**src/rtl/alu_issue_stage.sv**
```systemverilog
// alu_issue_stage: decodes RV32I OP/OP-IMM/LUI/AUIPC into registered ALU operands behind a 2-entry skid buffer.
module alu_issue_stage #(
    parameter int WORD_SIZE = 32
) (
    input  logic                 clk,
    input  logic                 rst_n,
    input  logic                 flush,
    input  logic                 in_valid,
    output logic                 in_ready,
    input  logic [31:0]          in_instr,
    input  logic [WORD_SIZE-1:0] in_pc,
    input  logic [WORD_SIZE-1:0] in_rs1_val,
    input  logic [WORD_SIZE-1:0] in_rs2_val,
    output logic                 out_valid,
    input  logic                 out_ready,
    output logic [WORD_SIZE-1:0] out_a,
    output logic [WORD_SIZE-1:0] out_b,
    output logic [2:0]           out_alu_operation,
    output logic                 out_alu_alt,
    output logic [4:0]           out_rd,
    output logic                 out_illegal
);
    localparam logic [6:0] OPC_OP    = 7'b0110011;
    localparam logic [6:0] OPC_OPIMM = 7'b0010011;
    localparam logic [6:0] OPC_LUI   = 7'b0110111;
    localparam logic [6:0] OPC_AUIPC = 7'b0010111;

    typedef struct packed {
        logic [WORD_SIZE-1:0] a;
        logic [WORD_SIZE-1:0] b;
        logic [2:0]           op;
        logic                 alt;
        logic [4:0]           rd;
        logic                 ill;
    } entry_t;

    entry_t dec, main_q, main_d, skid_q, skid_d;
    logic main_v_q, main_v_d, skid_v_q, skid_v_d;
    logic accept, consume, move;
    logic [2:0] f3;
    logic [6:0] f7;

    assign f3 = in_instr[14:12];
    assign f7 = in_instr[31:25];

    always_comb begin
        dec = '0;
        dec.rd = in_instr[11:7];
        dec.op = f3;
        case (in_instr[6:0])
            OPC_OP: begin
                dec.a = in_rs1_val;
                dec.b = in_rs2_val;
                dec.alt = f7[5];
                dec.ill = !(f7 == 7'h00 || (f7 == 7'h20 && (f3 == 3'b000 || f3 == 3'b101)));
            end
            OPC_OPIMM: begin
                dec.a = in_rs1_val;
                dec.b = (f3 == 3'b001 || f3 == 3'b101) ? {{(WORD_SIZE-5){1'b0}}, in_instr[24:20]}
                                                       : {{(WORD_SIZE-12){in_instr[31]}}, in_instr[31:20]};
                dec.alt = (f3 == 3'b101) && f7[5];
                dec.ill = (f3 == 3'b001) ? (f7 != 7'h00)
                        : (f3 == 3'b101) ? (f7 != 7'h00 && f7 != 7'h20) : 1'b0;
            end
            OPC_LUI, OPC_AUIPC: begin
                dec.a = (in_instr[6:0] == OPC_AUIPC) ? in_pc : '0;
                dec.b = {in_instr[31:12], 12'b0};
                dec.op = 3'd0;
            end
            default: dec.ill = 1'b1;
        endcase
        if (dec.ill) begin
            dec.a = '0;
            dec.b = '0;
            dec.op = 3'd0;
            dec.alt = 1'b0;
        end
    end

    assign in_ready = !skid_v_q;
    assign accept   = in_valid && in_ready;
    assign consume  = main_v_q && out_ready;
    assign move     = !main_v_q || consume;

    // The skid is only ever occupied while main is, so a consume with a full skid refills main from it.
    always_comb begin
        main_v_d = !flush && (skid_v_q || !move || accept);
        skid_v_d = !flush && (skid_v_q ? !consume : (accept && !move));
        main_d   = skid_v_q ? (consume ? skid_q : main_q) : ((move && accept) ? dec : main_q);
        skid_d   = (!skid_v_q && accept && !move) ? dec : skid_q;
    end

    always_ff @(posedge clk or negedge rst_n) begin
        if (!rst_n) begin
            main_v_q <= 1'b0;
            skid_v_q <= 1'b0;
            main_q   <= '0;
            skid_q   <= '0;
        end else begin
            main_v_q <= main_v_d;
            skid_v_q <= skid_v_d;
            main_q   <= main_d;
            skid_q   <= skid_d;
        end
    end

    assign out_valid         = main_v_q;
    assign out_a             = main_q.a;
    assign out_b             = main_q.b;
    assign out_alu_operation = main_q.op;
    assign out_alu_alt       = main_q.alt;
    assign out_rd            = main_q.rd;
    assign out_illegal       = main_q.ill;
endmodule

```
**config.mk**
```make
export PLATFORM = sky130hd
export DESIGN_NAME = alu_issue_stage
export DESIGN_NICKNAME = d
export VERILOG_FILES = /design/src/rtl/alu_issue_stage.sv
export SDC_FILE = /design/constraint.sdc
export NUM_CORES = 1
export LEC_CHECK = 0
export ABC_AREA = 1
export BUFFER_PORTS_ARGS = -buffer_cell sky130_fd_sc_hd__buf_2
export CORE_UTILIZATION = 30
export DETAILED_ROUTE_END_ITERATION = 8
export GPL_TIMING_DRIVEN = 0
export MAX_ROUTING_LAYER = met4
export PLACE_DENSITY = 0.6
export SLEW_MARGIN = 30
export SYNTH_ARGS = -nofsm -noshare
export SYNTH_HDL_FRONTEND = slang
export SYNTH_SLANG_ARGS = --single-unit
```
**constraint.sdc**
```tcl
create_clock -name clk -period 1.59 [get_ports clk]
set_clock_uncertainty 0.2 [all_clocks]
set_input_delay 0.159 -clock clk [delete_from_list [all_inputs] [get_ports clk]]
set_output_delay 0.159 -clock clk [all_outputs]
set_load 0.05 [all_outputs]
```
Yosys cells after proc, flatten, opt, wreduce, memory -nomap -nowiden:

Cells that the tools add are included.

* output and inout port bits: 76
* register bits: 150
* logic and storage cells: 65
* input port bits: 133

* multiplexer cells: 13
* equal/unequal tests: 9
* reduce and logical (&&, ||, !) cells: 29

Operator list (count)
* 74-bit 2-to-1 mux: 3
* 64-bit case mux with 3 select lines: 1
* 68-bit 2-to-1 mux: 1
* 32-bit 2-to-1 mux: 2
* 7-bit by 6-bit equality test with 1-bit output, second input constant: 3
* 7-bit by 5-bit equality test with 1-bit output, second input constant: 2
* 1-bit logical AND: 11
* 7-bit logical NOT: 1
* 7-bit by 6-bit != test with 1-bit output, second input constant: 1
* 7-bit nonzero test: 1
* 1-bit logical NOT: 6
* 1-bit logical OR: 6
* 3-bit by 1-bit equality test with 1-bit output, second input constant: 1
* 3-bit equality test, second input constant: 1
* 3-bit logical NOT: 1
* 1-bit 2-to-1 mux: 3
* 3-bit 2-to-1 mux: 1
* 1-bit case mux with 3 select lines: 1
* 2-bit by 1-bit != test with 1-bit output, second input constant: 1
* 1-bit case mux with 2 select lines: 1
* 2-bit AND reduction: 1
* 2-bit nonzero test: 1
* 2-bit OR reduction: 1

Longest topological paths before layout:

* word-level depth: 9
* gate-level depth with buffers: 12

Worst setup path after synthesis:

OpenSTA, ideal clock, no wires.

* path kind: flip-flop to flip-flop
* start point: register main_v_q (netlist: out_valid)
* end point: register skid_q[21] in the netlist's numbering
* path buffers: 2
* setup slack: -0.375 ns
* data arrival time: 1.628 ns
* clock period less this slack: 1.965 ns
* data required time: 1.254 ns
* cell stages (with the launch flop): 10
* library setup time: 0.136 ns
* cells stage by stage: dfrtp_1 -> inv_1 -> nor2_1 -> inv_1 -> nor2_4 -> inv_2 -> buf_2 -> clkbuf_1 -> nand2_1 -> o21ai_0

* longest elaborated chain between the ends: 4

RTL lines
* start, declared: line 38 `logic main_v_q, main_v_d, skid_v_q, skid_v_d;`
* start signal, assigned: line 100 `main_v_q <= main_v_d;`
* 1-bit logical NOT or 1-bit logical AND (tied branches): line 83, 82
* 1-bit logical OR *: line 83 `assign move = !main_v_q || consume;`
* 1-bit logical NOT *: line 90 `skid_d = (!skid_v_q && accept && !move) ? dec : skid_q;`
* 1-bit logical AND *: line 90
* end signal, assigned: line 103 `skid_q <= skid_d;`
* end, declared: line 37 `entry_t dec, main_q, main_d, skid_q, skid_d;`

Every way passes the cells marked *; elsewhere a longest branch is shown, timed or not.
A chain may end at the register's enable or synchronous reset.

Final worst setup path:

* start point: register skid_v_q
* end point: register skid_q[37] in the netlist's numbering

* longest elaborated chain between the ends: 4

RTL lines
* start, declared: line 38
* start signal, assigned: line 101 `skid_v_q <= skid_v_d;`
* 1-bit logical NOT *: line 80, 90
* 1-bit logical AND: line 81 `assign accept = in_valid && in_ready;`
* 1-bit logical AND * (2 in a row): line 90

Marks and branches as above.

==> results.ini <==
[worst_setup_path]
cp-startpoint=skid_v_q
crit_path_max_fanout=6
arrival_ps=1860
worstReg2RegStart=skid_v_q
cp_data_required_time_ps=1720
critical_path_class=reg2reg
rrSetupSlack_ps=-140
endpoint=skid_q[37]
critPathLaunchType=register
cp-end-kind=register
r2r.worst_path.cells=9
regToRegEndpoint=skid_q[37]

[placement]
dp_cells=1702
io_buffer_count=208
dp_worst_setup_slack_ps=-782
finalWeightedCongestion=0.896
hpwl_um=21100

[cells_and_area]
synthToLayoutAreaGrowth_pct=50.3
drive_above_1_share_pct=28.6
nFillCells=2610
stdcell_count=1837
num-nets-final=1615

[floorplan]
start_util_pct=30.8
die_x_um=166
core_mm2=0.0262
rows=59
ios=209
die_area_mm2=0.0275
die_y_um=166

[sta]
slew_viol_final=0
hold_violations=0
tightest_slew_ps=597
setup_viol=143
fmax_mhz=577
timing.slew.headroom_pct=60.2
period_needed_ps=1730
setup_ws_ps=-143
rsz0062_at_grt=yes
fin_crit_sh_pct=109

[logic_synthesis]
syn-num-nets=1291
synth_seq_cells=150
yosysSeqAreaShare_pct=46.5
synth.distinct_cells=22
ys_warn_count=0
syn_avg_cell_area_um2=6.97
synthCells=1158
syn-cell-area_mm2=0.00807

[clock_network]
clock-sinks=150
numCtsBuffers=17
clkLatencyLatePin_ps=440
clockBufferDepth=2
cts_tree=built
clkTransAtPathRegs_ps=70
cts-root-buf=clkbuf_16
htreeDepth=4

[global_routing]
grt_usage_pct=23.5
overflow=0
grt_use_met3_pct=3.91
grtUsageMet2_pct=37.5
antenna_found_initial=6
globalRoute.busiestLayer=met2
grt_pass1_vias=8913
grt_max_degree=80
grtUsageMet1_pct=28.5
grt_pass1_wl_um=48600

[pwr]
p_leak_nw=6.74
internal_power_mw=7.69
power_density_mw_per_mm2=901
irDropWorstVdd_v=0.000516
seqPwrFrac_pct=37.5
swShare_pct=29.7
power.switching_mw=3.24
power_mw=10.9
power.share.clock_pct=43.0
pwr-share-comb_pct=19.6

[route]
routed_wl_um=31300
drc_errors=14
wire_per_inst_um=17.1
num_vias=9134
drt_iter0_markers=701
antenna_left=0
vias_per_cell=4.97
dr.pass1.iters=9

[hold_path]
hold_path_class=in2reg

[outcome]
violations=DRC, setup timing
status=finished with violations

[job]
max-cap-violations=0

==> synth_stat cells <==
cell type | count | area, µm²
buf_4 | 2 | 15.0
a31oi_1 | 7 | 43.8
o21ai_1 | 51 | 255
a21boi_0 | 1 | 7.51
dfrtp_1 | 150 | 3750
inv_2 | 4 | 15.0
nor2_4 | 2 | 22.5
nand4_1 | 68 | 425
a21oi_1 | 2 | 10.0
nand3_1 | 108 | 541
nand2_2 | 2 | 12.5
nor3_1 | 1 | 5.00
inv_1 | 16 | 60.1
buf_2 | 32 | 160
nand2_1 | 465 | 1750
clkbuf_1 | 48 | 180
nor3_2 | 1 | 10.0
nor2_2 | 6 | 37.5
buf_6 | 2 | 22.5
o21ai_0 | 25 | 125
nor2_1 | 160 | 601
buf_1 | 5 | 18.8
==> worst min path at each step <==
stage | slack, ps | startpoint | end | depth (start not counted)
2_1_floorplan | -340 | rst_n | out_a[0] | 0
3_3_place_gp | 130 | flush | out_valid | 2
6_report | 5 | in_rs2_val[18] | skid_q[28] | 5
3_5_place_dp | -30 | rst_n | out_b[19] | 1
5_1_grt | 20 | in_pc[26] | skid_q[68] | 5
4_1_cts | 2 | in_rs2_val[4] | skid_q[14] | 5
==> through the flow <==
stage | cell area (µm²) | utilization (%) | hold slack (ps) | TNS (ps)
finish | 12100 | 46.3 | 4.59 | -14020
detailed placement | 9670 | 36.9 | -29.8 | -85670
global route | 12100 | 46.3 | 18.9 | -26020
CTS | 12100 | 46.0 | 2.04 | -16610
floorplan | 8170 | - | -337 | -14640
global placement | 9630 | 36.8 | 129 | -419860
==> power groups by stage <==
stage | Clock (mW) | Sequential (mW) | Combinational [mW]
2_1_floorplan | 0 | 4.68 | 0.577
3_3_place_gp | 0 | 4.15 | 1.74
3_5_place_dp | 0 | 4.16 | 1.76
4_1_cts | 4.75 | 4.10 | 2.12
5_1_grt | 4.92 | 4.12 | 2.29
6_report | 4.69 | 4.10 | 2.14
==> placed cells by master, fill, tap and decap left out, drive strengths merged <==
cell type    synthesis  final
nor3                 2      2
bufinv               0      5
dlygate4sd3          0     76
a21boi               1      1
nand3              108    108
diode                0      7
clkbuf              48     75
clkinv               0      1
nand4               68     68
a21oi                2      2
clkinvlp             0      1
nor2               168    168
a31oi                7      7
nand2              467    467
inv                 20     25
buf                 41    263
dfrtp              150    150
o21ai               76     76
==> cells by family (layout without fill, tap and decap cells) <==
logic type,count (synthesis),in the layout,share of synthesized area [%]
flip-flops,150,150,46.5
other,0,7,0
AO/OA/AOI/OAI,86,86,5.48
buffers and inverters,109,446,5.85
AND/OR/NAND/NOR,813,813,42.1
==> flip-flops by register name (all words and copies together) (netlist names) <==
register / cells
skid_q: 74
out_a: 32
out_b: 32
out_rd: 5
out_alu_operation: 3
out_alu_alt: 1
out_illegal: 1
out_valid: 1
skid_v_q: 1
==> layer usage <==
metal	vias up	part of all wire, %
li1	4413	-
met1	4250	43
met2	360	47
met3	111	5.2
met4	0	4.7
met5	-	0
==> timing repair <==
action                                  in CTS  in global routing
setup buffers                                6                  0
endpoints found under the setup margin     149                149
gates resized for setup                    164                 20
hold endpoints to repair                   122                  0
hold buffers                                76                  0
pin swaps                                    4                  5
gates cloned                                16                  0
==> final cells by class <==
type / count / area [µm²] / area share (%)
buffer: 87 / 845 / 6.97
sequential: 150 / 3750 / 31.0
clock inverter: 12 / 213 / 1.75
tap: 335 / 419 / 3.46
clock buffer: 20 / 467 / 3.85
antenna: 7 / 17.5 / 0.144
multi-input combinational: 899 / 4120 / 34.0
timing repair buffer: 307 / 2200 / 18.1
inverter: 20 / 87.6 / 0.722
==> worst max-delay path, stage by stage, from the launching register on <==
cell and delay (ps):
dfrtp_1 370, buf_6 140, nor2_4 100, inv_2 60
nor2_4 170, inv_6 100, buf_12 170, clkbuf_16 160
nand2_2 70, o21ai_2 60
No activity file was read; power rests on OpenSTA's default activity.
